## config.mk

```make
export PLATFORM = sky130hd
export DESIGN_NAME = fifo_sync_param
export DESIGN_NICKNAME = d
export VERILOG_FILES = /design/src/rtl/fifo_sync_param.sv
export SDC_FILE = /design/constraint.sdc
export NUM_CORES = 1
export LEC_CHECK = 0
export BUFFER_PORTS_ARGS = -buffer_cell sky130_fd_sc_hd__buf_2
export CORE_UTILIZATION = 50
export DETAILED_ROUTE_END_ITERATION = 6
export PLACE_DENSITY_LB_ADDON = 0.05
export SLEW_MARGIN = 20
export SYNTH_ARGS = -nofsm -noshare
export SYNTH_HDL_FRONTEND = slang
export SYNTH_SLANG_ARGS = --single-unit
```

## constraint.sdc

```tcl
create_clock -name clk -period 2.94 [get_ports clk]
set_clock_uncertainty 0.05 [all_clocks]
set_input_delay 0.441 -clock clk [delete_from_list [all_inputs] [get_ports clk]]
set_output_delay 0.441 -clock clk [all_outputs]
set_load 0.1 [all_outputs]
```

## src/rtl/fifo_sync_param.sv

```systemverilog
// -----------------------------------------------------------------------------
// fifo_sync_param
//   Single-clock FIFO with a registered read port, occupancy counter and
//   almost-full / almost-empty watermarks.
//
// Parameters
//   WIDTH      data word width in bits (>= 1)
//   DEPTH      number of entries, power of two, >= 4
//   AF_THRESH  almost_full asserts when occupancy >= AF_THRESH
//   AE_THRESH  almost_empty asserts when occupancy <= AE_THRESH
//
// Ports
//   clk           rising-edge clock
//   rst           synchronous active-high reset
//   buf_in        write data, captured when a write is accepted
//   wr_en         write request
//   rd_en         read request
//   buf_out       registered read data, holds when no read is accepted
//   buf_empty     occupancy == 0
//   buf_full      occupancy == DEPTH
//   almost_full   occupancy >= AF_THRESH
//   almost_empty  occupancy <= AE_THRESH
//   fifo_counter  occupancy, 0..DEPTH
//   overflow      one-cycle pulse after an edge that rejected a write
//   underflow     one-cycle pulse after an edge that rejected a read
// -----------------------------------------------------------------------------
module fifo_sync_param #(
    parameter int WIDTH     = 8,
    parameter int DEPTH     = 64,
    parameter int AF_THRESH = 56,
    parameter int AE_THRESH = 8,
    localparam int AW       = $clog2(DEPTH),
    localparam int CW       = AW + 1
) (
    input  logic             clk,
    input  logic             rst,
    input  logic [WIDTH-1:0] buf_in,
    input  logic             wr_en,
    input  logic             rd_en,
    output logic [WIDTH-1:0] buf_out,
    output logic             buf_empty,
    output logic             buf_full,
    output logic             almost_full,
    output logic             almost_empty,
    output logic [CW-1:0]    fifo_counter,
    output logic             overflow,
    output logic             underflow
);

    // Storage has no reset so it can map onto RAM; stale words are
    // unreachable once the pointers and counter are cleared.
    logic [WIDTH-1:0] mem [DEPTH];

    logic [AW-1:0] wr_ptr;
    logic [AW-1:0] rd_ptr;

    logic rd_acc;
    logic wr_acc;

    // A read frees a slot on the same edge, so a full FIFO can still take
    // a write when it is also being read. An empty FIFO never serves a read
    // from the word written on the same edge (no fall-through).
    assign rd_acc = rd_en && !buf_empty;
    assign wr_acc = wr_en && (!buf_full || rd_acc);

    // Status decodes straight from the registered counter, so every flag
    // reflects the state left by the previous edge.
    assign buf_empty    = (fifo_counter == '0);
    assign buf_full     = (fifo_counter == CW'(DEPTH));
    assign almost_full  = (fifo_counter >= CW'(AF_THRESH));
    assign almost_empty = (fifo_counter <= CW'(AE_THRESH));

    always_ff @(posedge clk) begin
        if (!rst && wr_acc) begin
            mem[wr_ptr] <= buf_in;
        end
    end

    always_ff @(posedge clk) begin
        if (rst) begin
            wr_ptr       <= '0;
            rd_ptr       <= '0;
            fifo_counter <= '0;
            buf_out      <= '0;
            overflow     <= 1'b0;
            underflow    <= 1'b0;
        end else begin
            // Pointers wrap naturally because DEPTH is a power of two.
            if (wr_acc) begin
                wr_ptr <= wr_ptr + AW'(1);
            end
            if (rd_acc) begin
                rd_ptr  <= rd_ptr + AW'(1);
                buf_out <= mem[rd_ptr];
            end

            // Simultaneous accepted read and write leaves occupancy as is.
            case ({wr_acc, rd_acc})
                2'b10:   fifo_counter <= fifo_counter + CW'(1);
                2'b01:   fifo_counter <= fifo_counter - CW'(1);
                default: fifo_counter <= fifo_counter;
            endcase

            overflow  <= wr_en && !wr_acc;
            underflow <= rd_en && !rd_acc;
        end
    end

endmodule

```

==> run_summary.xml <==
<?xml version="1.0" encoding="UTF-8"?>
<metrics>
  <group name="clock_network">
    <metric name="cts.sinks" unit="">541</metric>
    <metric name="cts_setup_buffers" unit="">0</metric>
    <metric name="cts-root-buf" unit="">clkbuf_16</metric>
    <metric name="cts_inserted_buffers" unit="">55</metric>
    <metric name="cts_tree" unit="">built</metric>
    <metric name="worst_setup_hold_path_clk_slew" unit="ns">0.06</metric>
    <metric name="cts-root-to-sink-buffers" unit="">3</metric>
    <metric name="htree_num_levels" unit="">2</metric>
    <metric name="number_of_hold_buffers_added_after_cts" unit="">0</metric>
    <metric name="clk_latency" unit="ns">0.60</metric>
  </group>
  <group name="pwr">
    <metric name="static-leakage-power" unit="uW">0.00769</metric>
    <metric name="pwr_density" unit="nW/um^2">778</metric>
    <metric name="vdd_ir_drop_max" unit="V">0.000724</metric>
  </group>
  <group name="worst_setup_path">
    <metric name="critPathArrivalTime" unit="ns">2.30</metric>
    <metric name="timing.critical_path.slowest_stage_cell" unit="">or4_4</metric>
    <metric name="worstSetupEndpointType" unit="">output pin</metric>
    <metric name="timing.critical_path.from_type" unit="">flip-flop</metric>
    <metric name="critical_path.cell_chain" unit="">or4_4, buf_4, or2_4, inv_1, buf_4</metric>
    <metric name="timing.critical_path.fanout_max" unit="">6</metric>
    <metric name="worstSetupPathType" unit="">flip-flop to output pin</metric>
    <metric name="cp.required" unit="ns">2.45</metric>
    <metric name="crit_path_max_incr_delay" unit="ns">0.55</metric>
    <metric name="path_common_cell" unit="">buf_4</metric>
  </group>
  <group name="worst_hold_path">
    <metric name="timing.hold.worst.class" unit="">input port to flip-flop</metric>
  </group>
  <group name="sta">
    <metric name="timing_max_transition_violations_final" unit="">0</metric>
    <metric name="setup_tns" unit="ns">0</metric>
    <metric name="hold_viol" unit="">0</metric>
    <metric name="grt_setup_unrepaired" unit="">yes</metric>
    <metric name="period_needed" unit="ns">2.79</metric>
    <metric name="fmax" unit="MHz">359</metric>
    <metric name="finalCritPeriodShare" unit="%">94.8</metric>
    <metric name="relSlewSlack" unit="%">27.4</metric>
    <metric name="max_slew.worst_pin.slew" unit="ns">1.08</metric>
    <metric name="final-setup-viol-count" unit="">0</metric>
  </group>
  <group name="synthesis">
    <metric name="yosysTopAreaCellShare" unit="%">71.9</metric>
    <metric name="synth-seq-cells" unit="">541</metric>
    <metric name="asyncSetResetFlopFracSynth" unit="%">0</metric>
    <metric name="post_synth_num_cell_types" unit="">53</metric>
    <metric name="synth_top_area_cell" unit="">edfxtp_1</metric>
    <metric name="most_numerous_cell_in_the_yosys_netlist" unit="">edfxtp_1</metric>
    <metric name="netlist_instances" unit="">1172</metric>
    <metric name="synth_fp_nets" unit="">1192</metric>
    <metric name="synth_top_flop_cell" unit="">edfxtp_1</metric>
    <metric name="synth.avg_cell_area" unit="sq um">18.2</metric>
    <metric name="synth.area.top_cells" unit="">edfxtp_1, mux4_2, mux2i_1, dfxtp_1, nor2_1</metric>
    <metric name="synth-edff-count" unit="">512</metric>
    <metric name="syn-cell-area" unit="sq um">21400</metric>
    <metric name="synth-warning-count" unit="">0</metric>
    <metric name="synth_seq_area_share" unit="%">74.7</metric>
    <metric name="ys_top_cells_by_count" unit="">edfxtp_1, mux2i_1, nor2_1</metric>
  </group>
  <group name="finish">
    <metric name="area_delta_synth_final" unit="%">14.1</metric>
    <metric name="layout-drive-gt1-share" unit="%">23.5</metric>
    <metric name="nets" unit="">1307</metric>
    <metric name="antenna-diode-count" unit="">0</metric>
    <metric name="utilization" unit="%">58.0</metric>
  </group>
  <group name="placement">
    <metric name="dp_hpwl" unit="mm">30.4</metric>
    <metric name="io_buffer_count" unit="">32</metric>
    <metric name="finalWeightedCongestion" unit="">0.820</metric>
  </group>
  <group name="run_status">
    <metric name="run_status" unit="">finished clean</metric>
  </group>
  <group name="global_routing">
    <metric name="globalRoute.totalOverflow" unit="">0</metric>
    <metric name="grt_antenna_before_repair" unit="">0</metric>
    <metric name="first_global_vias" unit="">10900</metric>
    <metric name="largest_net_degree_at_the_start_of_global_routing" unit="">65</metric>
    <metric name="global_route.usage.total" unit="%">22.7</metric>
    <metric name="grt_pass1_wl" unit="mm">71.6</metric>
  </group>
  <group name="routing">
    <metric name="first_iter_violations" unit="">795</metric>
    <metric name="detail_route.wl_per_cell" unit="um">25.9</metric>
    <metric name="route.detailed.vias_per_inst" unit="">5.83</metric>
    <metric name="drt_first_pass_iters" unit="">5</metric>
    <metric name="remaining_drc_errors" unit="">0</metric>
    <metric name="via_count" unit="">10900</metric>
    <metric name="route.antenna.remaining_nets" unit="">0</metric>
    <metric name="totalWireLength" unit="mm">48.6</metric>
  </group>
  <group name="die">
    <metric name="die_area" unit="sq um">43600</metric>
    <metric name="io_pins" unit="">33</metric>
    <metric name="die_y" unit="um">209</metric>
    <metric name="rows" unit="">75</metric>
    <metric name="floorplan.initialDensity" unit="%">50.8</metric>
    <metric name="core_region_area" unit="sq um">42000</metric>
    <metric name="die-width" unit="um">209</metric>
  </group>
  <group name="job">
    <metric name="maxCapViolCount" unit="">0</metric>
  </group>
</metrics>
[sequential cells by signal, summed over array words and instances (netlist names)]
register      cells
underflow         1
mem             512
overflow          1
wr_ptr            6
fifo_counter      7
rd_ptr            6
buf_out           8
[power by group]
| group | internal (uW) | switching, uW |
|---|---|---|
| Sequential | 8570 | 233 |
| Combinational | 1320 | 2430 |
| Clock | 3600 | 2830 |
[cells in the final DEF (no fill, tap or decap), types with 7 or more instances in the layout]
cell type    n
edfxtp_1   512
a32oi_1      8
mux4_2      69
o211ai_1    16
clkbuf_16   56
nand2_1     27
mux2_2      16
buf_4       85
dfxtp_1     19
nor2_1     102
buf_2       31
o31ai_1      8
clkinv_1    18
xor2_1       7
nor2b_1      7
o221ai_1     8
o21ai_0     11
o22ai_1     40
a22oi_1      8
buf_12       8
clkbuf_1    13
a31oi_1      9
nor3_1      17
clkinv_2    12
mux2i_1    124
[kinds of logic (layout without fill, tap and decap cells)]
kind of cell / Yosys count / count (layout) / share of synthesized area [%]
AO/OA/AOI/OAI: 135 / 135 / 4.50
flip-flops: 541 / 541 / 74.7
adder cells (fa/ha/maj): 8 / 8 / 0.503
buffers and inverters: 71 / 233 / 1.67
multiplexers: 209 / 209 / 13.9
XOR/XNOR: 13 / 13 / 0.533
AND/OR/NAND/NOR: 195 / 195 / 4.22
[metrics by stage]
step / hold slack [ns] / area (sq um) / instances / total power, uW / worst slack [ns]
final: 0.108 / 24400 / 1873 / 19000 / 0.153
after detailed placement: 0.446 / 22700 / 1769 / 12700 / 0.105
after global placement: 0.437 / 22700 / 1769 / 12700 / 0.114
after global routing: 0.0971 / 24400 / 1873 / 19600 / -0.0250
after CTS: 0.0845 / 24400 / 1873 / 19100 / 0.0823
after floorplan: 0.452 / 21400 / 1172 / 11800 / 0.0120
[layer usage]
| layer | vias up | GRT usage (%) | part of all wire (%) |
|---|---|---|---|
| met3 | 58 | 3.85 | 4.1 |
| met5 | - | 0 | 0 |
| met2 | 214 | 37.1 | 49 |
| li1 | 4952 | - | - |
| met1 | 5689 | 32.0 | 45 |
| met4 | 0 | 5.12 | 1.7 |
[what timing repair did]
action                     4_1_cts  5_1_grt
setup endpoints to repair        1       38
pin swaps                        0        2
gates cloned                     0        0
gates resized for setup          1        4
[critical path, delay by kind of cell (launching register included)]
kind | cells | cell delay (ns)
flops | 1 | 0.36
simple gates | 2 | 0.81
buf+inv | 3 | 0.52
[path summary, 6_finish.rpt]
kind / startpoint / to / slack (ns) / cells after the start
max: fifo_counter[0] / buf_full / 0.15 / 5
min reg2reg: fifo_counter[5] / fifo_counter[5] / 0.45 / 2
max reg2reg: fifo_counter[3] / mem[15][1] / 0.16 / 8
min: buf_in[1] / mem[42][1] / 0.11 / 1
[final cells by class]
cell class	instances	area, sq um
Fill cell	3210	17600
Sequential cell	541	16000
Multi-Input combinational cell	560	5110
Clock buffer	70	1460
Timing Repair Buffer	124	953
Tap cell	539	674
Clock inverter	34	191
Inverter	5	18.8
No activity file was read; power rests on OpenSTA's default activity.
